--- src/rtl/datapath_gen_pkg.sv ---
// Shared constants for the square-root datapath: ALU opcodes and status-flag bit indices.
package datapath_gen_pkg;

   localparam logic [2:0] ALU_ADD   = 3'b000;
   localparam logic [2:0] ALU_SUB   = 3'b001;
   localparam logic [2:0] ALU_AND   = 3'b010;
   localparam logic [2:0] ALU_OR    = 3'b011;
   localparam logic [2:0] ALU_SHR   = 3'b100;
   localparam logic [2:0] ALU_SHL   = 3'b101;
   localparam logic [2:0] ALU_PASSA = 3'b110;
   localparam logic [2:0] ALU_PASSB = 3'b111;

   localparam int unsigned FLAG_ZERO  = 0;
   localparam int unsigned FLAG_NEG   = 1;
   localparam int unsigned FLAG_CARRY = 2;
   localparam int unsigned NUM_FLAGS  = 3;

endpackage : datapath_gen_pkg

--- src/rtl/regfile_gen.sv ---
// Register file: one write port, two combinational read ports, async active-high reset.
// Write-through forwarding of the external operand is enabled by DATAPATH_GEN_BYPASS_EN.
module regfile_gen
   import datapath_gen_pkg::*;
#(
   parameter int unsigned DATA_WIDTH = 32,
   parameter int unsigned NUM_REGS   = 8,
   parameter int unsigned ADDR_WIDTH = $clog2(NUM_REGS)
) (
   input  logic                  clk,
   input  logic                  rst,
   input  logic                  we_i,
   input  logic [ADDR_WIDTH-1:0] waddr_i,
   input  logic [DATA_WIDTH-1:0] wdata_i,
   input  logic                  byp_en_i,
   input  logic [DATA_WIDTH-1:0] byp_data_i,
   input  logic [ADDR_WIDTH-1:0] raddr_a_i,
   input  logic [ADDR_WIDTH-1:0] raddr_b_i,
   output logic [DATA_WIDTH-1:0] rdata_a_o,
   output logic [DATA_WIDTH-1:0] rdata_b_o
);

   logic [DATA_WIDTH-1:0] mem_q [NUM_REGS];

   always_ff @(posedge clk or posedge rst) begin
      if (rst) begin
         for (int i = 0; i < int'(NUM_REGS); i++) begin
            mem_q[i] <= '0;
         end
      end else if (we_i) begin
         mem_q[waddr_i] <= wdata_i;
      end
   end

`ifdef DATAPATH_GEN_BYPASS_EN
   // Forward only the external operand; forwarding the ALU result would close a loop.
   always_comb begin
      rdata_a_o = mem_q[raddr_a_i];
      rdata_b_o = mem_q[raddr_b_i];
      if (byp_en_i && (waddr_i == raddr_a_i)) begin
         rdata_a_o = byp_data_i;
      end
      if (byp_en_i && (waddr_i == raddr_b_i)) begin
         rdata_b_o = byp_data_i;
      end
   end
`else
   logic unused_byp;

   assign rdata_a_o  = mem_q[raddr_a_i];
   assign rdata_b_o  = mem_q[raddr_b_i];
   assign unused_byp = byp_en_i ^ (^byp_data_i);
`endif

endmodule : regfile_gen

--- src/rtl/datapath_gen.sv ---
// Square-root datapath: register file, write-source mux, eight-op ALU, registered flags
// and a valid/ready output holding register. Optional forwarding: DATAPATH_GEN_BYPASS_EN.
module datapath_gen
   import datapath_gen_pkg::*;
#(
   parameter int unsigned DATA_WIDTH = 32,
   parameter int unsigned NUM_REGS   = 8,
   parameter int unsigned ADDR_WIDTH = $clog2(NUM_REGS)
) (
   input  logic                  clk,
   input  logic                  rst,
   input  logic [DATA_WIDTH-1:0] data_i,
   input  logic                  IE,
   input  logic                  WE,
   input  logic [ADDR_WIDTH-1:0] ADDR_WR,
   input  logic [ADDR_WIDTH-1:0] ADDR_RDA,
   input  logic [ADDR_WIDTH-1:0] ADDR_RDB,
   input  logic [2:0]            ALU_Op,
   input  logic                  OE,
   input  logic                  out_ready_i,
   output logic [DATA_WIDTH-1:0] data_o,
   output logic                  out_valid_o,
   output logic                  oe_drop_o,
   output logic                  zero_o,
   output logic                  negative_o,
   output logic                  carry_o
);

   localparam int unsigned SHW = $clog2(DATA_WIDTH);

   logic [DATA_WIDTH-1:0] rd_a;
   logic [DATA_WIDTH-1:0] rd_b;
   logic [DATA_WIDTH-1:0] wr_data;
   logic [DATA_WIDTH-1:0] alu_res;
   logic                  alu_carry;
   logic [DATA_WIDTH:0]   alu_wide;
   logic [SHW-1:0]        shamt;

   logic [NUM_FLAGS-1:0]  flags_d;
   logic [NUM_FLAGS-1:0]  flags_q;
   logic                  flags_en;

   logic [DATA_WIDTH-1:0] data_d;
   logic [DATA_WIDTH-1:0] data_q;
   logic                  valid_d;
   logic                  valid_q;
   logic                  drop_d;
   logic                  drop_q;
   logic                  accept;

   assign wr_data = IE ? data_i : alu_res;

   regfile_gen #(
      .DATA_WIDTH (DATA_WIDTH),
      .NUM_REGS   (NUM_REGS),
      .ADDR_WIDTH (ADDR_WIDTH)
   ) u_regfile (
      .clk        (clk),
      .rst        (rst),
      .we_i       (WE),
      .waddr_i    (ADDR_WR),
      .wdata_i    (wr_data),
      .byp_en_i   (WE & IE),
      .byp_data_i (data_i),
      .raddr_a_i  (ADDR_RDA),
      .raddr_b_i  (ADDR_RDB),
      .rdata_a_o  (rd_a),
      .rdata_b_o  (rd_b)
   );

   assign shamt = rd_b[SHW-1:0];

   // ALU; carry is the extra bit of a zero-extended add/subtract (borrow for SUB).
   always_comb begin
      alu_res   = '0;
      alu_carry = 1'b0;
      alu_wide  = '0;
      unique case (ALU_Op)
         ALU_ADD: begin
            alu_wide  = {1'b0, rd_a} + {1'b0, rd_b};
            alu_res   = alu_wide[DATA_WIDTH-1:0];
            alu_carry = alu_wide[DATA_WIDTH];
         end
         ALU_SUB: begin
            alu_wide  = {1'b0, rd_a} - {1'b0, rd_b};
            alu_res   = alu_wide[DATA_WIDTH-1:0];
            alu_carry = alu_wide[DATA_WIDTH];
         end
         ALU_AND:   alu_res = rd_a & rd_b;
         ALU_OR:    alu_res = rd_a | rd_b;
         ALU_SHR:   alu_res = rd_a >> shamt;
         ALU_SHL:   alu_res = rd_a << shamt;
         ALU_PASSA: alu_res = rd_a;
         ALU_PASSB: alu_res = rd_b;
         default:   alu_res = '0;
      endcase
   end

   // Flags track only ALU writebacks into the register file.
   always_comb begin
      flags_d             = flags_q;
      flags_en            = WE & ~IE;
      if (flags_en) begin
         flags_d[FLAG_ZERO]  = (alu_res == '0);
         flags_d[FLAG_NEG]   = alu_res[DATA_WIDTH-1];
         flags_d[FLAG_CARRY] = alu_carry;
      end
   end

   always_comb begin
      data_d  = data_q;
      valid_d = valid_q;
      drop_d  = drop_q;
      accept  = OE & (~valid_q | out_ready_i);
      if (accept) begin
         data_d  = alu_res;
         valid_d = 1'b1;
      end else if (out_ready_i && valid_q) begin
         valid_d = 1'b0;
      end
      if (OE && valid_q && !out_ready_i) begin
         drop_d = 1'b1;
      end
   end

   always_ff @(posedge clk or posedge rst) begin
      if (rst) begin
         flags_q <= '0;
         data_q  <= '0;
         valid_q <= 1'b0;
         drop_q  <= 1'b0;
      end else begin
         flags_q <= flags_d;
         data_q  <= data_d;
         valid_q <= valid_d;
         drop_q  <= drop_d;
      end
   end

   assign data_o      = data_q;
   assign out_valid_o = valid_q;
   assign oe_drop_o   = drop_q;
   assign zero_o      = flags_q[FLAG_ZERO];
   assign negative_o  = flags_q[FLAG_NEG];
   assign carry_o     = flags_q[FLAG_CARRY];

endmodule : datapath_gen
--- config.mk ---
export PLATFORM = sky130hd
export DESIGN_NAME = datapath_gen
export DESIGN_NICKNAME = d
export VERILOG_FILES = /design/src/rtl/datapath_gen_pkg.sv /design/src/rtl/regfile_gen.sv /design/src/rtl/datapath_gen.sv
export SDC_FILE = /design/constraint.sdc
export NUM_CORES = 1
export LEC_CHECK = 0
export BUFFER_PORTS_ARGS = -buffer_cell sky130_fd_sc_hd__buf_2
export CORE_AREA = 2 2 187 235
export CTS_CLUSTER_SIZE = 16
export DETAILED_ROUTE_END_ITERATION = 16
export DIE_AREA = 0 0 189 237
export PLACE_DENSITY_LB_ADDON = 0.1
export REMOVE_ABC_BUFFERS = 1
export SLEW_MARGIN = 20
export SYNTH_ARGS = -nofsm -noshare
export SYNTH_HDL_FRONTEND = slang
export SYNTH_SLANG_ARGS = --single-unit
--- constraint.sdc ---
create_clock -name clk -period 19.57 [get_ports clk]
set_input_delay 1.957 -clock clk [delete_from_list [all_inputs] [get_ports clk]]
set_output_delay 1.957 -clock clk [all_outputs]
set_load 0.005 [all_outputs]
==> results.toml <==
[run_status]
run_status = "finished clean"

[clocking]
cts_hold_buf = 0
cts_tree = "built"
worstSkewPairLatency_ns = 0.57
clock-sinks = 293
cts-root-buf = "clkbuf_16"
ctsResizeCount = 0
cts_made_buffers = 34
clk_pin_slew_ns = 0.06
htreeDepth = 2
cts_buffer_depth = 3
post_cts_buffers = 0

[timing]
holdWs_ns = 0.481
rsz0062_at_grt = "false"
clock_skew_ns = 0.0246
timing.final.crit_period_ns = 9.69
final_hold_viol_count = 0
maxSlewViolCount = 0
worstMarginPinSlew_ns = 1.14
fin_ws_ns = 9.88
fmax_mhz = 103
report.final.setup_viol = 0
maxSlewHeadroom_pct = 21.9
tns_ns = 0
period_share_pct = 49.5

[grt]
overflow = 0
grt_first_pass_wirelength_mm = 128
grt_pass1_vias = 20600
grt_max_degree = 97
grt_usage_pct = 38.0
antenna_found_initial = 3

[yosys]
synth.distinct_cells = 83
syn_area_per_cell_um2 = 9.22
netlist_instances = 2507
ys_top_cells_by_count = "428 x nand2_1, 352 x o21ai_0, 293 x dfrtp_1"
synth_top_area_share_pct = 31.7
synth_area_leaders = "dfrtp_1 32%, mux4_2 13%, o21ai_0 7.6%"
netlist_area_mm2 = 0.0231
yosysTopAreaCell = "dfrtp_1"
yosysMostFrequentCell = "nand2_1"
synth-edff-count = 0
synth-warning-count = 0
synthFlopType = "dfrtp_1"
seq_area_frac_synth_pct = 31.7
synthArstFlopShare_pct = 100
ys_ff_latch = 293

[route]
routedWlPerCell_um = 27.4
drtPass1Iterations = 8
drt_wl_total_mm = 84.0
avgViaCountPerCell = 6.74
drc = 0
first_iter_violations = 1864
num_vias = 20700
ant_nets = 0

[setup_path]
critical-path-max-stage-delay_ns = 0.74
cp-end-kind = "flop"
rr_worst_depth = 18
crit_chain = "buf_2 -> buf_4 -> mux4_2 -> mux2i_4 -> buf_4 -> inv_4 -> fa_1 -> or2_2 -> a221oi_1 -> a21o_1 -> o211ai_1 -> o31ai_1 -> a21oi_1 -> nor3_1 -> a211oi_1 -> xor2_1 -> a221oi_1 -> nand3b_1 -> nor4_1 -> a41o_1"
rr_startpoint = "u_regfile.mem_q[1]"
cp_num_buf_inv = 4
cpLargestDelayFamily = "compound AO/OA/AOI/OAI gates"
cp_max_fo = 66
path_depth = 20
crit_type = "input pin to flop"
cp-start-kind = "input pin"
r2r-end = "flags_q[0]"
cp.arrival_ns = 10.18
critPathRequiredTime_ns = 20.06
r2r_setup_slack_ns = 12.33
crit_slowest_cell = "buf_2"
crit_start = "ADDR_RDB[1]"

[pwr]
p_seq_share_pct = 25.3
leakage_nw = 11.0
power_density_mw_per_mm2 = 150
vdd_drop_max_mv = 0.0877
power.total_w = 0.00373
power_switching_w = 0.00175
clockPowerShare_pct = 17.8
power.share.switching_pct = 47.0
internal_power_w = 0.00198
combPwrFrac_pct = 56.9

[floorplanning]
die_area_mm2 = 0.0448
pin_count = 87
initial_core_util_pct = 54.2
die_h_um = 237
die_x_um = 189
num_rows = 85
core_mm2 = 0.0426

[placed_design]
dp_hpwl_mm = 58.6
numPortBuffers = 86
routabilityCongestion = 1.08
dp_slack_ns = 9.52

[finish]
nets = 2626
register_area_mm2 = 0.00733
fillers = 3763
drive_gt1_share_pct = 17.5
area_growth_pct = 7.74
multi_input_area_mm2 = 0.0145

[hold_path]
hold_end = "oe_drop_o"
hold_path.startpoint = "oe_drop_o"
hold_class = "flop to flop"
holdPathStages = 1

[job]
max-cap-violations = 0
==> area by class of cell <==
type | count | share of cell area, %
clock inverters | 12 | 0.744
well taps | 565 | 2.84
repair buffers | 126 | 2.98
flip-flops and latches | 293 | 29.4
clock buffers | 47 | 3.86
multi-input cells | 1913 | 58.4
inverters | 109 | 1.69
diodes | 2 | 0.0201
==> flip-flops by register name, indices dropped and copies added, names as in the netlist <==
name             count
u_regfile.mem_q    256
oe_drop_o            1
data_o              32
out_valid_o          1
flags_q              3
==> cell families (layout without fill, tap and decap cells) <==
| group | count (synthesis) | count (layout) | synth area share, % |
|---|---|---|---|
| AOI/OAI and AO/OA | 752 | 752 | 19.8 |
| xor gates and xnor gates | 26 | 26 | 0.985 |
| adders and majority gates | 99 | 99 | 5.42 |
| buffers and inverters | 301 | 294 | 5.65 |
| DFF | 293 | 293 | 31.7 |
| muxes | 348 | 348 | 24.2 |
| other | 0 | 2 | 0 |
| and+or+nand+nor | 688 | 688 | 12.3 |
==> layout by cell type (no fill, tap or decap), types with 9 or more instances in the layout <==
| master | instances |
|---|---|
| a211oi_1 | 35 |
| a21o_1 | 19 |
| a21oi_1 | 117 |
| a221oi_1 | 21 |
| a22oi_1 | 12 |
| a31oi_1 | 18 |
| and3_1 | 10 |
| buf_2 | 81 |
| buf_4 | 45 |
| clkbuf_16 | 35 |
| dfrtp_1 | 293 |
| ha_1 | 97 |
| inv_1 | 90 |
| inv_2 | 15 |
| mux2_2 | 57 |
| mux2i_1 | 118 |
| mux2i_2 | 10 |
| mux2i_4 | 19 |
| mux4_2 | 131 |
| nand2_1 | 424 |
| nand2b_1 | 12 |
| nand3_1 | 21 |
| nor2_1 | 143 |
| nor3_1 | 24 |
| nor4_1 | 9 |
| o211ai_1 | 38 |
| o21ai_0 | 351 |
| o21bai_1 | 14 |
| o22ai_1 | 14 |
| o31ai_1 | 17 |
| xnor2_1 | 19 |
==> worst max path at each step <==
| stage | end |
|---|---|
| final | flags_q[0] |
| after global routing | u_regfile.mem_q[126] |
| after detailed placement | flags_q[0] |
| after global placement | flags_q[0] |
| after CTS | flags_q[0] |
| after floorplan | flags_q[0] |
==> stage by stage <==
stage	cells	utilization, %	cell area, um^2
finish	3067	58.4	24900
global route	3065	58.4	24900
CTS	3065	58.4	24900
detailed placement	3006	55.7	23700
global placement	3006	55.7	23700
floorplan	2315	-	22200
==> power by group through the flow <==
stage / combinational (W) / clock [W] / sequential, W
6_report: 0.00212 / 0.000663 / 0.000943
3_3_place_gp: 0.00203 / 0 / 0.000936
3_5_place_dp: 0.00205 / 0 / 0.000948
5_1_grt: 0.00227 / 0.000696 / 0.000965
4_1_cts: 0.00206 / 0.000673 / 0.000939
2_1_floorplan: 0.00140 / 0 / 0.000902
==> worst register-to-register path, cell delays in order, from the launching register on <==
cell and delay [ns]:
dfrtp_1 0.40, mux4_2 0.51, mux2i_4 0.14, buf_4 0.69, inv_4 0.48, fa_1 0.60
or2_2 0.33, a221oi_1 0.55, a21o_1 0.31, o211ai_1 0.17, o31ai_1 0.45, a21oi_1 0.23
nor3_1 0.33, a211oi_1 0.14, xor2_1 0.16, a221oi_1 0.56, nand3b_1 0.17, nor4_1 0.71
a41o_1 0.27
==> routing by layer <==
metal / part of all wire, % / vias to the layer above / GRT usage (%)
met5: 0.012 / - / 0
met4: 6.9 / 2 / 23.6
met3: 7.2 / 296 / 5.48
met2: 47 / 1077 / 61.6
met1: 38 / 10200 / 47.9
li1: - / 9117 / -
(Power assumes the default switching activity.)
